**config.mk**
```make
export PLATFORM = sky130hd
export DESIGN_NAME = ps2_scan_rx
export DESIGN_NICKNAME = d
export VERILOG_FILES = /design/src/rtl/ps2_pkg.sv /design/src/rtl/ps2_filter.sv /design/src/rtl/ps2_scan_rx.sv
export SDC_FILE = /design/constraint.sdc
export NUM_CORES = 1
export LEC_CHECK = 0
export ABC_AREA = 1
export CELL_PAD_IN_SITES_DETAIL_PLACEMENT = 1
export CELL_PAD_IN_SITES_GLOBAL_PLACEMENT = 1
export CORE_MARGIN = 2
export CORE_UTILIZATION = 30
export CTS_BUF_LIST = sky130_fd_sc_hd__clkbuf_16
export CTS_CLUSTER_DIAMETER = 150
export CTS_CLUSTER_SIZE = 12
export DETAILED_ROUTE_END_ITERATION = 6
export PLACE_DENSITY_LB_ADDON = 0.08
export SKIP_LAST_GASP = 1
export SLEW_MARGIN = 20
export SYNTH_ARGS = -nofsm -noshare
export SYNTH_HDL_FRONTEND = slang
export SYNTH_SLANG_ARGS = --single-unit
export TNS_END_PERCENT = 30
```
**constraint.sdc**
```tcl
create_clock -name clk -period 7.6 [get_ports clk]
set_clock_uncertainty 0.15 [all_clocks]
set_input_delay 1.14 -clock clk [delete_from_list [all_inputs] [get_ports clk]]
set_output_delay 1.14 -clock clk [all_outputs]
set_load 0.02 [all_outputs]
```
**src/rtl/ps2_pkg.sv**
```systemverilog
// Shared types and constants for the PS/2 scan-code receiver.
package ps2_pkg;

    typedef enum logic [1:0] {
        ST_IDLE,
        ST_DATA,
        ST_PARITY,
        ST_STOP
    } ps2_state_e;

    localparam logic [7:0] PS2_EXT_CODE = 8'hE0;
    localparam logic [7:0] PS2_BRK_CODE = 8'hF0;
    localparam int         PS2_ENTRY_W  = 10;

endpackage

```
**src/rtl/ps2_filter.sv**
```systemverilog
// Two-flop synchroniser followed by a debounce counter for one PS/2 line.
module ps2_filter #(
    parameter int DEBOUNCE_MAX = 19
) (
    input  logic clk,
    input  logic rst_n,
    input  logic raw_i,
    output logic filt_o
);

    localparam int CW = $clog2(DEBOUNCE_MAX + 2);

    logic          sync1_q;
    logic          sync2_q;
    logic          filt_q;
    logic          filt_d;
    logic [CW-1:0] cnt_q;
    logic [CW-1:0] cnt_d;

    always_comb begin
        filt_d = filt_q;
        cnt_d  = '0;
        if (sync2_q != filt_q) begin
            if (cnt_q == CW'(DEBOUNCE_MAX)) begin
                filt_d = sync2_q;
            end else begin
                cnt_d = cnt_q + 1'b1;
            end
        end
    end

    always_ff @(posedge clk or negedge rst_n) begin
        if (!rst_n) begin
            sync1_q <= 1'b1;
            sync2_q <= 1'b1;
            filt_q  <= 1'b1;
            cnt_q   <= '0;
        end else begin
            sync1_q <= raw_i;
            sync2_q <= sync1_q;
            filt_q  <= filt_d;
            cnt_q   <= cnt_d;
        end
    end

    assign filt_o = filt_q;

endmodule

```
**src/rtl/ps2_scan_rx.sv**
```systemverilog
// PS/2 keyboard frame receiver with E0/F0 prefix folding and an output FIFO.
// Define PS2_PARITY_CHECK_EN to reject frames whose odd parity is wrong.
module ps2_scan_rx
    import ps2_pkg::*;
#(
    parameter int DEBOUNCE_MAX   = 19,
    parameter int TIMEOUT_CYCLES = 100000,
    parameter int FIFO_DEPTH     = 8
) (
    input  logic                          clk,
    input  logic                          rst_n,
    input  logic                          kclk,
    input  logic                          kdata,
    output logic [PS2_ENTRY_W-1:0]        rd_data,
    output logic                          rd_valid,
    input  logic                          rd_ready,
    output logic [$clog2(FIFO_DEPTH):0]   count,
    output logic                          frame_err,
    output logic                          overflow
);

    localparam int AW = $clog2(FIFO_DEPTH);
    localparam int CW = AW + 1;
    localparam int TW = $clog2(TIMEOUT_CYCLES + 1);

    logic kclk_f;
    logic kdata_f;
    logic kclk_prev_q;
    logic fall;

    ps2_filter #(.DEBOUNCE_MAX(DEBOUNCE_MAX)) u_clk_filt (
        .clk    (clk),
        .rst_n  (rst_n),
        .raw_i  (kclk),
        .filt_o (kclk_f)
    );

    ps2_filter #(.DEBOUNCE_MAX(DEBOUNCE_MAX)) u_dat_filt (
        .clk    (clk),
        .rst_n  (rst_n),
        .raw_i  (kdata),
        .filt_o (kdata_f)
    );

    assign fall = kclk_prev_q & ~kclk_f;

    ps2_state_e    state_q, state_d;
    logic [2:0]    bit_q, bit_d;
    logic [7:0]    shift_q, shift_d;
    logic          par_q, par_d;
    logic [TW-1:0] to_q, to_d;
    logic          ext_q, ext_d;
    logic          brk_q, brk_d;
    logic          ferr_q, ferr_d;
    logic          push;
    logic [PS2_ENTRY_W-1:0] push_data;
    logic          par_ok;

`ifdef PS2_PARITY_CHECK_EN
    assign par_ok = ^{shift_q, par_q};
`else
    assign par_ok = 1'b1;
`endif

    always_comb begin
        state_d   = state_q;
        bit_d     = bit_q;
        shift_d   = shift_q;
        par_d     = par_q;
        to_d      = '0;
        ext_d     = ext_q;
        brk_d     = brk_q;
        ferr_d    = 1'b0;
        push      = 1'b0;
        push_data = {brk_q, ext_q, shift_q};
        if (state_q != ST_IDLE && !fall) begin
            if (to_q == TW'(TIMEOUT_CYCLES - 1)) begin
                state_d = ST_IDLE;
                ferr_d  = 1'b1;
            end else begin
                to_d = to_q + 1'b1;
            end
        end else if (fall) begin
            unique case (state_q)
                ST_IDLE: begin
                    if (!kdata_f) begin
                        state_d = ST_DATA;
                        bit_d   = '0;
                    end else begin
                        ferr_d = 1'b1;
                    end
                end
                ST_DATA: begin
                    shift_d = {kdata_f, shift_q[7:1]};
                    bit_d   = bit_q + 1'b1;
                    if (bit_q == 3'd7) state_d = ST_PARITY;
                end
                ST_PARITY: begin
                    par_d   = kdata_f;
                    state_d = ST_STOP;
                end
                ST_STOP: begin
                    state_d = ST_IDLE;
                    if (kdata_f && par_ok) begin
                        if (shift_q == PS2_EXT_CODE) begin
                            ext_d = 1'b1;
                        end else if (shift_q == PS2_BRK_CODE) begin
                            brk_d = 1'b1;
                        end else begin
                            push  = 1'b1;
                            ext_d = 1'b0;
                            brk_d = 1'b0;
                        end
                    end else begin
                        ferr_d = 1'b1;
                    end
                end
                default: state_d = ST_IDLE;
            endcase
        end
    end

    always_ff @(posedge clk or negedge rst_n) begin
        if (!rst_n) begin
            state_q     <= ST_IDLE;
            bit_q       <= '0;
            shift_q     <= '0;
            par_q       <= 1'b0;
            to_q        <= '0;
            ext_q       <= 1'b0;
            brk_q       <= 1'b0;
            ferr_q      <= 1'b0;
            kclk_prev_q <= 1'b1;
        end else begin
            state_q     <= state_d;
            bit_q       <= bit_d;
            shift_q     <= shift_d;
            par_q       <= par_d;
            to_q        <= to_d;
            ext_q       <= ext_d;
            brk_q       <= brk_d;
            ferr_q      <= ferr_d;
            kclk_prev_q <= kclk_f;
        end
    end

    logic [PS2_ENTRY_W-1:0] mem_q [FIFO_DEPTH];
    logic [AW-1:0] rd_ptr_q, rd_ptr_d;
    logic [AW-1:0] wr_ptr_q, wr_ptr_d;
    logic [CW-1:0] cnt_q, cnt_d;
    logic          ovf_q, ovf_d;
    logic          pop;
    logic          full;
    logic          wr_en;

    assign full  = (cnt_q == CW'(FIFO_DEPTH));
    assign pop   = rd_valid & rd_ready;
    // A full FIFO still accepts a push when the head leaves the same cycle.
    assign wr_en = push & (~full | pop);

    always_comb begin
        rd_ptr_d = rd_ptr_q;
        wr_ptr_d = wr_ptr_q;
        cnt_d    = cnt_q;
        ovf_d    = push & full & ~pop;
        if (pop) rd_ptr_d = rd_ptr_q + 1'b1;
        if (wr_en) wr_ptr_d = wr_ptr_q + 1'b1;
        if (wr_en && !pop) cnt_d = cnt_q + 1'b1;
        else if (pop && !wr_en) cnt_d = cnt_q - 1'b1;
    end

    always_ff @(posedge clk or negedge rst_n) begin
        if (!rst_n) begin
            rd_ptr_q <= '0;
            wr_ptr_q <= '0;
            cnt_q    <= '0;
            ovf_q    <= 1'b0;
        end else begin
            rd_ptr_q <= rd_ptr_d;
            wr_ptr_q <= wr_ptr_d;
            cnt_q    <= cnt_d;
            ovf_q    <= ovf_d;
        end
    end

    always_ff @(posedge clk) begin
        if (wr_en) mem_q[wr_ptr_q] <= push_data;
    end

    assign rd_valid  = (cnt_q != '0);
    assign rd_data   = rd_valid ? mem_q[rd_ptr_q] : '0;
    assign count     = cnt_q;
    assign frame_err = ferr_q;
    assign overflow  = ovf_q;

endmodule

```
# [Word level (Yosys, flattened, before mapping)]
# Memory sizes are Yosys's and may differ from the RTL's.
# Index checks and enable logic that the tools add are counted.
[word_totals] mem_count=1 word_cells=110 mem_bits_rw=80 ff_bits=61 output_inout_bits=17 in_bits=5
[mem_list] memory="mem_q" words=8 width=10 read_ports=1 rd_ports_with_merged_regs=0 write_ports=1 line_no="ps2_scan_rx.sv:147" rtl="logic [PS2_ENTRY_W-1:0] mem_q [FIFO_DEPTH];"
[classes] muxes=34 addsub=8 reduce_logical=19 n_bitwise=11 eq_ne=17
[ops] op="$mux 17" count=2
[ops] op="$mux 5" count=4
[ops] op="$add 17x1->17 const B" count=1
[ops] op="$eq 17x17->1 const B" count=1
[ops] op="$eq 8x8->1 const B" count=2
[ops] op="$mux 1" count=16
[ops] op="$add 5x1->5 const B" count=2
[ops] op="$eq 5x5->1 const B" count=2
[ops] op="$mux 10" count=1
[ops] op="$mux 2" count=5
[ops] op="$reduce_and 5->1" count=2
[ops] op="$add 3x1->3 const B" count=3
[ops] op="$mux 4" count=2
[ops] op="$pmux 2 s4" count=1
[ops] op="$reduce_and 4->1" count=2
[ops] op="$reduce_bool 2->1" count=4
[ops] op="$ne 3x3->1 const B" count=2
[ops] op="$pmux 3 s2" count=1
[ops] op="$and 1x1->1" count=5
[ops] op="$not 1->1" count=5
[ops] op="$add 4x1->4 const B" count=1
[ops] op="$eq 2x2->1 const B" count=2
[ops] op="$eq 4x4->1 const B" count=1
[ops] op="$ne 2x2->1 const B" count=2
[ops] op="14 further kinds" count=20

# [Longest topological paths before layout]
# Gate-level depths: netlist of the first run.
[logic_depth] word_depth=12 depth_mapped=15 ltp_nobuf=15

# [By module]
# From an unflattened synthesis of the first run, not the netlist that was laid out.
[hier_totals] hier_cells=622 area_unflattened_um2=6313.6
[modules_own_cells] module="ps2_scan_rx" area_each_um2=5617.9 seq_area_each_um2=3529.6 instances=1 cells_each=546
[modules_own_cells] module="ps2_filter" area_each_um2=347.8 seq_area_each_um2=203.9 instances=2 cells_each=38

# [Worst setup path after synthesis of the first run]
# No wires, ideal clock.
[synth_path] path_kind="input port to flip-flop" from="in rd_ready" to="reg cnt_q[3] (netlist: count[3])" required_ns=7.327 arrival_time_ns=2.701 path_stages=12 n_path_buf=0 slack_ns=4.626 setup_time_ns=0.123 cell_sequence="nor2_1 > nand3_1 > nand3_4 > inv_1 > ha_1 > inv_1 > ha_1 > a21oi_1 > nand2_1 > and2_1 > o21ai_0 > nand2_1"
[synth_between] elab_chain_cells=6 elab_cells_between_ends=9 classes_between="mux (1); bitwise (3); reduce/logical (5)"
[synth_lines] element="start: declaration" line_no="ps2_scan_rx.sv:16" rtl="input logic rd_ready,"
[synth_lines] element="$and 1x1->1 *" line_no="ps2_scan_rx.sv:157" rtl="assign pop = rd_valid & rd_ready;"
[synth_lines] element="$or 1x1->1 *" line_no="ps2_scan_rx.sv:159" rtl="assign wr_en = push & (~full | pop);"
[synth_lines] element="$and 1x1->1 *" line_no="ps2_scan_rx.sv:159"
[synth_lines] element="net wr_en" line_no="ps2_scan_rx.sv:154" rtl="logic wr_en;"
[synth_lines] element="$logic_not 1->1" line_no="ps2_scan_rx.sv:169" rtl="else if (pop && !wr_en) cnt_d = cnt_q - 1'b1;"
[synth_lines] element="$logic_and 1x1->1" line_no="ps2_scan_rx.sv:169"
[synth_lines] element="$reduce_bool 2->1 (no source line)"
[synth_lines] element="end signal: assignment" line_no="ps2_scan_rx.sv:181" rtl="cnt_q <= cnt_d;"
[synth_lines] element="end: declaration" line_no="ps2_scan_rx.sv:150" rtl="logic [CW-1:0] cnt_q, cnt_d;"
# The timed path passes the listed nets; every way through them passes the cells marked *.
# A chain may end at the register's enable or synchronous reset.

# [Worst setup path in the final report of the first run]
[layout_path] from="reg rd_ptr_q[0]" to="out rd_data[2]"
[layout_between] elab_chain_cells=2
[layout_lines] element="start: declaration" line_no="ps2_scan_rx.sv:148" rtl="logic [AW-1:0] rd_ptr_q, rd_ptr_d;"
[layout_lines] element="start signal: assignment" line_no="ps2_scan_rx.sv:179" rtl="rd_ptr_q <= rd_ptr_d;"
[layout_lines] element="$mem_v2 8x10"
[layout_lines] element="$mux 10" line_no="ps2_scan_rx.sv:191" rtl="assign rd_data = rd_valid ? mem_q[rd_ptr_q] : '0;"
[layout_lines] element="end: declaration" line_no="ps2_scan_rx.sv:14" rtl="output logic [PS2_ENTRY_W-1:0] rd_data,"
# No other way between the ends.

==> flow_summary.yaml, run 1 <==
run_status:
  status: "completed"
route:
  wl_per_cell_um: 15.7
  viasPerCell: 4.62
  dr.pass1.iters: 4
  dr_wl_met2_um: 6790
  ant_nets: 0
  drc: 0
  wl_met3_um: 462
  top_layer: "met4"
  vias: 4230
  first_iter_violations: 203
  wl_met1_um: 6930
  drt-total-wl_um: 14300
placed_design:
  io_buffers: 21
  gp_congestion: 0.768
  hpwl_um: 9480
worst_setup_path:
  rr_worst_depth: 11
  r2r-start: "count[1]"
  r2r-end: "count[3]"
  worstSetupStartpointType: "register"
  critPathKind: "reg -> out"
  end_kind: "output pin"
  cp_data_arrival_time_ns: 3.21
  crit_required_ns: 6.31
  r2r_slack_ns: 4.59
  crit_fanout: 41
synthesis:
  ys_async_sr_fraction_pct: 43.3
  yosysSeqAreaShare_pct: 63.3
  yosys_warnings: 0
  syn_nets: 618
  ys_ff_latch: 141
  syn_inst: 598
  ys_types: 38
  synth_flop_cell: "edfxtp_1"
  synth_edf_count: 80
  syn_avg_cell_area_sq_um: 10.4
  synth_area_sq_mm: 0.00622
timing:
  min_period_ns: 4.50
  finalHoldViolations: 0
  finalSetupViolCount: 0
  finalSetupTns_ns: 0
  fin_crit_sh_pct: 59.3
  fmax_mhz: 222
  slew_headroom_pct: 43.6
  tightestPinTransition_ns: 0.846
  hold_slack_ns: 0.206
  rsz0062_at_grt: "no"
  slew_violations: 0
worst_hold_path:
  hold_class: "reg -> reg"
  holdCritStartpoint: "u_clk_filt.sync1_q"
  holdPathEnd: "u_clk_filt.sync2_q"
  holdPathStages: 0
cts:
  h-tree-depth: 4
  clk_latency_ns: 0.42
  cts_tree: "built"
  cts_hold_buf: 0
  postCtsSetupBuffers: 0
  clockBufferDepth: 2
  clk_pin_slew_ns: 0.06
  clock-sinks: 141
  cts_resized: 0
  numCtsBuffers: 17
  root_buffer: "clkbuf_16"
floorplanning:
  die_x_um: 148
  die_h_um: 148
  pin_count: 22
  num_rows: 52
  initial_core_util_pct: 30.7
  die-area_sq_mm: 0.0219
  fp.coreArea_sq_mm: 0.0203
layout:
  final_cell_mix: "nor2_1, nand2_1, edfxtp_1, dfrtp_1, o21ai_0"
  n_antenna_cell: 0
  drive_gt1_share_pct: 10.9
  n_fill_cell: 2292
  fin_nets: 652
  final_common_cell: "nor2_1"
  area_growth_syn_to_layout_pct: 17.8
global_route:
  grt_util_all_layers_pct: 14.0
  grt-ovfl-total: 0
  grt_pass1_wl_um: 23600
  grt_max_degree: 62
  antenna_found_initial: 0
  grt_pass1_vias: 4399
power_and_ir_drop:
  swShare_pct: 21.6
  comb_power_share_pct: 0.9
  internal_power_mw: 1.27
  pwr-share-seq_pct: 50.1
  ir_drop_uv: 139
  clock_power_share_pct: 49.0
  powerDensity_mw_per_mm2: 220
  p_leak_nw: 3.02
  p_switching_mw: 0.350
job:
  maxCapViolCount: 0
==> stage by stage <==
stage / total power [mW] / cell area, sq um / worst slack (ns) / instances / utilization [%]
after CTS: 1.64 / 7330 / 2.98 / 915 / 36.1
after global placement: 0.840 / 6770 / 3.51 / 883 / 33.3
after floorplan: 0.830 / 6220 / 4.63 / 598 / -
after detailed placement: 0.841 / 6770 / 3.44 / 883 / 33.4
after global routing: 1.68 / 7330 / 2.80 / 915 / 36.1
final: 1.62 / 7330 / 3.10 / 915 / 36.1
==> power by group through the flow <==
stage	logic [mW]	registers, mW	clock network (mW)
after floorplan	0.00555	0.824	0
after global placement	0.0157	0.825	0
after detailed placement	0.0163	0.825	0
after CTS	0.0163	0.810	0.814
after global routing	0.0177	0.810	0.852
final	0.0150	0.810	0.791
==> how the worst max path moves through the flow <==
stage                            from          to  slack [ns]
after floorplan              rd_ready    count[3]        4.63
final                     rd_ptr_q[0]  rd_data[2]        3.10
after global routing      rd_ptr_q[0]  rd_data[2]        2.80
after global placement    rd_ptr_q[0]  rd_data[2]        3.51
after CTS                 rd_ptr_q[0]  rd_data[2]        2.98
after detailed placement  rd_ptr_q[0]  rd_data[2]        3.44
==> flip-flops by register name, summed over array words and instances (netlist names), 2 cells and up <==
name and flops:
count 4, u_clk_filt.cnt_q 5, wr_ptr_q 3, mem_q 80
bit_q 3, state_q 2, to_q 17, shift_q 8
u_dat_filt.cnt_q 5, rd_ptr_q 3
==> cell families (layout without fill, tap and decap cells) <==
family          count (synthesis)  in the layout  share of synthesized area (%)
fa+ha+maj                      15             15                           3.14
xor+xnor                       19             19                           2.67
flops                         141            141                           63.3
mux                             1              1                          0.181
simple gates                  268            268                           18.4
compound gates                 91             91                           8.28
buf+inv                        63            110                           4.00
==> cell type report <==
type	instances	area, sq um	share of cell area (%)
clock inverter	15	136	1.86
clock buffer	17	425	5.80
tap	270	338	4.61
inverter	47	176	2.41
multi-input combinational	394	2040	27.8
timing repair buffer	31	280	3.82
sequential	141	3940	53.7
==> layer usage <==
layer,up-vias,global-route usage [%]
met5,-,0
met1,2112,18.8
met2,40,22.7
met3,14,3.33
li1,2064,-
met4,0,4.24
==> worst max-delay path, stage by stage (launching register included) <==
cell	delay, ns
dfrtp_1	0.65
buf_4	0.34
inv_2	0.53
o21ai_0	0.17
o22ai_1	0.14
nor2_1	0.05
nor2_1	0.24
clkdlybuf4s50_1	0.65
==> Yosys cell counts, types with 2 or more instances <==
cell type  count  area share [%]
edfxtp_1      80              39
a21oi_1        9            0.72
dfrtp_1       54              22
o21ai_1        6            0.48
buf_2          5            0.40
ha_1          14             2.8
o21a_1         5            0.60
clkbuf_2       2            0.16
xnor2_1        5            0.70
o22ai_1       10             1.0
nor2_1       135             8.1
inv_1         43             2.6
nor2_4         6             1.1
nand2_1       90             5.4
o21ai_0       47             3.8
o211ai_1      11             1.3
clkbuf_1       6            0.36
nand4_1        3            0.30
buf_1          2            0.12
nand4_2        2            0.40
nand2_2        3            0.30
nand3_1       21             1.7
inv_2          4            0.24
dfstp_2        7             3.0
xor2_1        14             2.0
and2_1         2            0.20
(Power assumes the default switching activity.)
==> inputs of run 2 (changes only) <==
clock period = 3.7 ns   (was 7.6 ns; I/O delays follow)
==> run 2 against run 1 <==
  * Wire length grew 3.1%
  * Die area is the same
  * Count of clock-buffer cells in the layout is the same
  * Flip-flop and latch count is the same
  * Total power grew 110%
  * Non-clock buffer count grew 8
  * Critical path type unchanged
  * Largest power group is now clock
==> flow_summary.yaml, run 2 (synthesized netlist as in run 1, its figures left out) <==
placed_design:
  dpl.cell_count: 890
  hpwl_um: 10000
  io_buffers: 21
  gp_congestion: 0.751
worst_setup_path:
  r2r-start: "shift_q[5]"
  cp.depth: 7
  critPathKind: "reg -> out"
  path_delay_family: "buffers and inverters"
  end_kind: "output pin"
  r2r-end: "count[3]"
  cp_common_cell: "nor2_1"
  r2r_slack_ns: 0.87
  crit_buf_inv: 3
  worstSetupStartpointType: "register"
  cp_slowest_cell: "clkdlybuf4s50_1"
  crit_fanout: 16
  cp_data_arrival_time_ns: 2.67
  worstPathCellList: "inv_2 -> buf_4 -> o21ai_0 -> o22ai_1 -> nor2_1 -> nor2_1 -> clkdlybuf4s50_1"
  crit_required_ns: 2.99
  slowest_delay_ns: 0.61
  rr_worst_depth: 13
timing:
  slew_violations: 0
  finalSetupTns_ns: 0
  min_period_ns: 3.38
  slew_headroom_pct: 42.5
  fmax_mhz: 296
  tightestPinTransition_ns: 0.862
  rsz0062_at_grt: "no"
  finalSetupViolCount: 0
  fin_crit_sh_pct: 91.2
  finalHoldViolations: 0
layout:
  final_cells: 922
  n_antenna_cell: 0
  largest_register: "mem_q"
  area_growth_syn_to_layout_pct: 19.3
  n_fill_cell: 2257
  top_regs: "mem_q: 80 flops, to_q: 17 flops, shift_q: 8 flops"
  largest_register_ffs: 80
  final_common_cell: "nor2_1"
  drive_gt1_share_pct: 11.5
  final_cell_mix: "nor2_1, nand2_1, edfxtp_1, dfrtp_1, o21ai_0"
  fin_util_pct: 36.6
  fin_nets: 660
global_route:
  grt_max_degree: 56
  grt_util_all_layers_pct: 14.7
  grt_pass1_vias: 4578
  grt-ovfl-total: 0
  antenna_found_initial: 0
  grt_pass1_wl_um: 24600
cts:
  root_buffer: "clkbuf_16"
  clk_pin_slew_ns: 0.06
  h-tree-depth: 4
  numCtsBuffers: 17
  cts_tree: "built"
  cts_resized: 0
  postCtsSetupBuffers: 0
  cts_hold_buf: 1
  clock-sinks: 141
  clk_latency_ns: 0.42
  clockBufferDepth: 2
route:
  first_iter_violations: 193
  ant_nets: 0
  wl_per_cell_um: 16.0
  drt-total-wl_um: 14800
  vias: 4225
  dr.pass1.iters: 4
  drc: 0
  viasPerCell: 4.58
floorplanning:
  die_h_um: 148
  initial_core_util_pct: 30.7
  die_x_um: 148
  num_rows: 52
  fp.coreArea_sq_mm: 0.0203
  die-area_sq_mm: 0.0219
  pin_count: 22
worst_hold_path:
  holdCritStartpoint: "u_clk_filt.sync1_q"
  holdPathStages: 0
  hold_class: "reg -> reg"
  holdPathEnd: "u_clk_filt.sync2_q"
power_and_ir_drop:
  swShare_pct: 20.3
  p_switching_mw: 0.695
  clock_power_share_pct: 50.4
  comb_power_share_pct: 0.9
  p_leak_nw: 3.06
  internal_power_mw: 2.72
  ir_drop_uv: 286
  pwr-share-seq_pct: 48.7
  powerDensity_mw_per_mm2: 461
run_status:
  status: "completed"
job:
  maxCapViolCount: 0
## run 2: cell type report
| cell class | instances | area [sq um] | area share [%] |
|---|---|---|---|
| sequential | 141 | 3940 | 53.0 |
| clock inverter | 14 | 169 | 2.28 |
| clock buffer | 17 | 425 | 5.73 |
| multi-input combinational | 394 | 2040 | 27.4 |
| inverter | 47 | 176 | 2.38 |
| timing repair buffer | 39 | 343 | 4.62 |
| tap | 270 | 338 | 4.55 |
## run 2: how the worst max path moves through the flow
stage	startpoint	to	slack, ns
4_1_cts	rd_ptr_q[0]	rd_data[3]	0.28
2_1_floorplan	kclk_prev_q	count[3]	1.22
5_1_grt	rd_ptr_q[0]	rd_data[9]	0.11
3_3_place_gp	rd_ready	count[3]	0.70
3_5_place_dp	rd_ready	count[3]	0.65
6_report	rd_ptr_q[0]	rd_data[3]	0.32
## run 2: routing by layer
metal	track usage, %	part of all wire [%]	vias up
met4	5.33	1.1	0
met1	18.7	47	2091
met5	0	0	-
met3	2.81	2.0	10
met2	25.1	50	40
li1	-	-	2084
## run 2: power by group through the flow
stage | clock (mW) | combinational [mW] | sequential [mW]
2_1_floorplan | 0 | 0.0114 | 1.69
3_3_place_gp | 0 | 0.0319 | 1.69
3_5_place_dp | 0 | 0.0335 | 1.69
4_1_cts | 1.78 | 0.0342 | 1.66
5_1_grt | 1.84 | 0.0379 | 1.66
6_report | 1.72 | 0.0320 | 1.66
## run 2: per-stage QoR
| stage | total power [mW] | setup slack, ns | area (sq um) | hold WS, ns |
|---|---|---|---|---|
| after CTS | 3.47 | 0.276 | 7420 | 0.211 |
| after global placement | 1.73 | 0.701 | 6820 | 0.196 |
| after detailed placement | 1.73 | 0.647 | 6820 | 0.205 |
| after floorplan | 1.70 | 1.22 | 6220 | 0.109 |
| after global routing | 3.54 | 0.106 | 7420 | 0.211 |
| final | 3.42 | 0.325 | 7420 | 0.209 |
==> inputs of run 3 (changes only) <==
CAP_MARGIN = 20   (was unset)
SLEW_MARGIN = 40   (was 20)
==> run 3 against run 2 <==
  * Non-clock buffer count unchanged
  * Maximum frequency increased by 0.38%
  * Global-route usage unchanged
  * Register-to-register slack about the same
  * Setup slack improved by 0.013 ns
  * Cell area about the same
  * Via count about the same
  * Core utilization about the same
  * Die area unchanged
  * Sequential power about the same
  * Count of clock-buffer cells in the layout unchanged
  * Critical path type unchanged
  * Critical endpoint is now rd_data[1]
  * Highest routed layer unchanged
==> flow_summary.yaml, run 3 (synthesized netlist as in run 1, its figures left out) <==
global_route:
  use_met1_pct: 18.7
  top_usage_layer: "met2"
  grt-ovfl-total: 0
  grt_pass1_wl_um: 24600
  grt_util_met3_pct: 2.81
  grt_use_met2_pct: 25.1
  grt_pass1_vias: 4578
  grt_util_all_layers_pct: 14.7
  grt_max_degree: 56
  antenna_found_initial: 0
cts:
  clock-sinks: 141
  clk_latency_ns: 0.42
  clk_pin_slew_ns: 0.06
  clockBufferDepth: 2
  numCtsBuffers: 17
  h-tree-depth: 4
  cts_tree: "built"
  root_buffer: "clkbuf_16"
floorplanning:
  die-area_sq_mm: 0.0219
  pin_count: 22
  num_rows: 52
  initial_core_util_pct: 30.7
  fp.coreArea_sq_mm: 0.0203
  die_x_um: 148
  die_h_um: 148
layout:
  largest_register_ffs: 80
  fin_area_sq_mm: 0.00743
  final_cell_mix: "nor2_1, nand2_1, edfxtp_1, dfrtp_1, o21ai_0"
  n_antenna_cell: 0
  regArea_sq_mm: 0.00394
  fin_nets: 660
  largest_register: "mem_q"
  fin_util_pct: 36.6
  drive_gt1_share_pct: 11.7
  top_regs: "mem_q: 80 flops, to_q: 17 flops, shift_q: 8 flops"
  area_growth_syn_to_layout_pct: 19.3
  multi_input_area_sq_mm: 0.00204
  final_common_cell: "nor2_1"
  n_fill_cell: 2256
placed_design:
  io_buffers: 21
  gp_congestion: 0.751
  dpl_cell_area_sq_mm: 0.00682
  hpwl_um: 10000
worst_setup_path:
  slowest_delay_ns: 0.72
  cp_common_cell: "nor2_1"
  critPathKind: "reg -> out"
  path_delay_family: "buffers and inverters"
  crit_buf_inv: 2
  crit_required_ns: 2.99
  end_kind: "output pin"
  cp.depth: 8
  r2r-start: "shift_q[5]"
  cp_slowest_cell: "dfrtp_1"
  rr_worst_depth: 13
  worstSetupStartpointType: "register"
  r2r_slack_ns: 0.87
  crit_fanout: 16
  cp_data_arrival_time_ns: 2.66
  r2r-end: "count[3]"
  worstPathCellList: "buf_4 -> nor2_1 -> nor2_1 -> o21ai_1 -> o211ai_1 -> nand2_1 -> nor2_1 -> clkdlybuf4s50_1"
timing:
  tightestPinTransition_ns: 0.717
  slew_headroom_pct: 52.2
  finalSetupViolCount: 0
  rsz0062_at_grt: "no"
  fin_crit_sh_pct: 90.9
  min_period_ns: 3.36
  finalSetupTns_ns: 0
  hold_slack_ns: 0.209
  slew_violations: 0
  finalHoldViolations: 0
  fmax_mhz: 297
route:
  wl_per_cell_um: 16.0
  ant_nets: 0
  vias: 4224
  first_iter_violations: 193
  dr.pass1.iters: 4
  viasPerCell: 4.58
  drc: 0
  drt-total-wl_um: 14800
job:
  maxCapViolCount: 0
power_and_ir_drop:
  powerDensity_mw_per_mm2: 460
  p_leak_nw: 3.06
  p_total_mw: 3.42
  ir_drop_uv: 286
worst_hold_path:
  holdPathStages: 0
  hold_class: "reg -> reg"
  holdCritStartpoint: "u_clk_filt.sync1_q"
  holdPathEnd: "u_clk_filt.sync2_q"
run_status:
  status: "completed"
==> run 3: area by class of cell <==
class                      count  share of cell area, %
multi-input combinational    394                   27.4
tap                          270                   4.55
sequential                   141                   53.0
clock inverter                14                   2.27
inverter                      47                   2.38
timing repair buffer          39                   4.62
clock buffer                  17                   5.73
==> run 3: worst max-delay path by stage <==
stage	start	end	slack, ns
after floorplan	kclk_prev_q	count[3]	1.22
final	rd_ptr_q[0]	rd_data[1]	0.34
after global routing	rd_ptr_q[0]	rd_data[9]	0.11
after CTS	rd_ptr_q[0]	rd_data[3]	0.28
after detailed placement	rd_ready	count[3]	0.65
after global placement	rd_ready	count[3]	0.70
==> run 3: metal layers <==
layer	up-vias	share of wire, %
met3	10	1.9
met1	2092	47
met5	-	0
met4	0	1.1
li1	2084	-
met2	38	50
==> run 3: report_power, final <==
| group | leakage [nW] | internal [mW] | switching [mW] | total (mW) |
|---|---|---|---|---|
| registers | 1.74 | 1.66 | 0.00552 | 1.66 |
| clock network | 0.283 | 1.06 | 0.668 | 1.72 |
| logic | 1.04 | 0.0107 | 0.0213 | 0.0320 |
| total | 3.06 | 2.72 | 0.695 | 3.42 |
==> run 3: timing repair <==
item | in CTS | in global routing
setup endpoints to repair | 0 | 0
resized for setup | 0 | 0
endpoints found under the hold margin | 6 | 0
hold buffers | 1 | 0
buffers inserted | 0 | 0
==> run 3: metrics by stage <==
| stage | setup WS (ns) | instances |
|---|---|---|
| after floorplan | 1.22 | 598 |
| after global placement | 0.701 | 890 |
| after detailed placement | 0.647 | 890 |
| after CTS | 0.276 | 922 |
| after global routing | 0.114 | 922 |
| final | 0.337 | 922 |
==> run 3: worst reg2reg max path, stage by stage (launching register included) <==
cell and delay, ns:
dfrtp_1 0.56, inv_1 0.13, nor2_1 0.15, nand4_2 0.25, nand3_4 0.24, inv_1 0.07, ha_1 0.22, inv_1 0.12
ha_1 0.28, a21oi_1 0.16, nand2_1 0.08, and2_1 0.13, o21ai_0 0.13, nand2_1 0.06
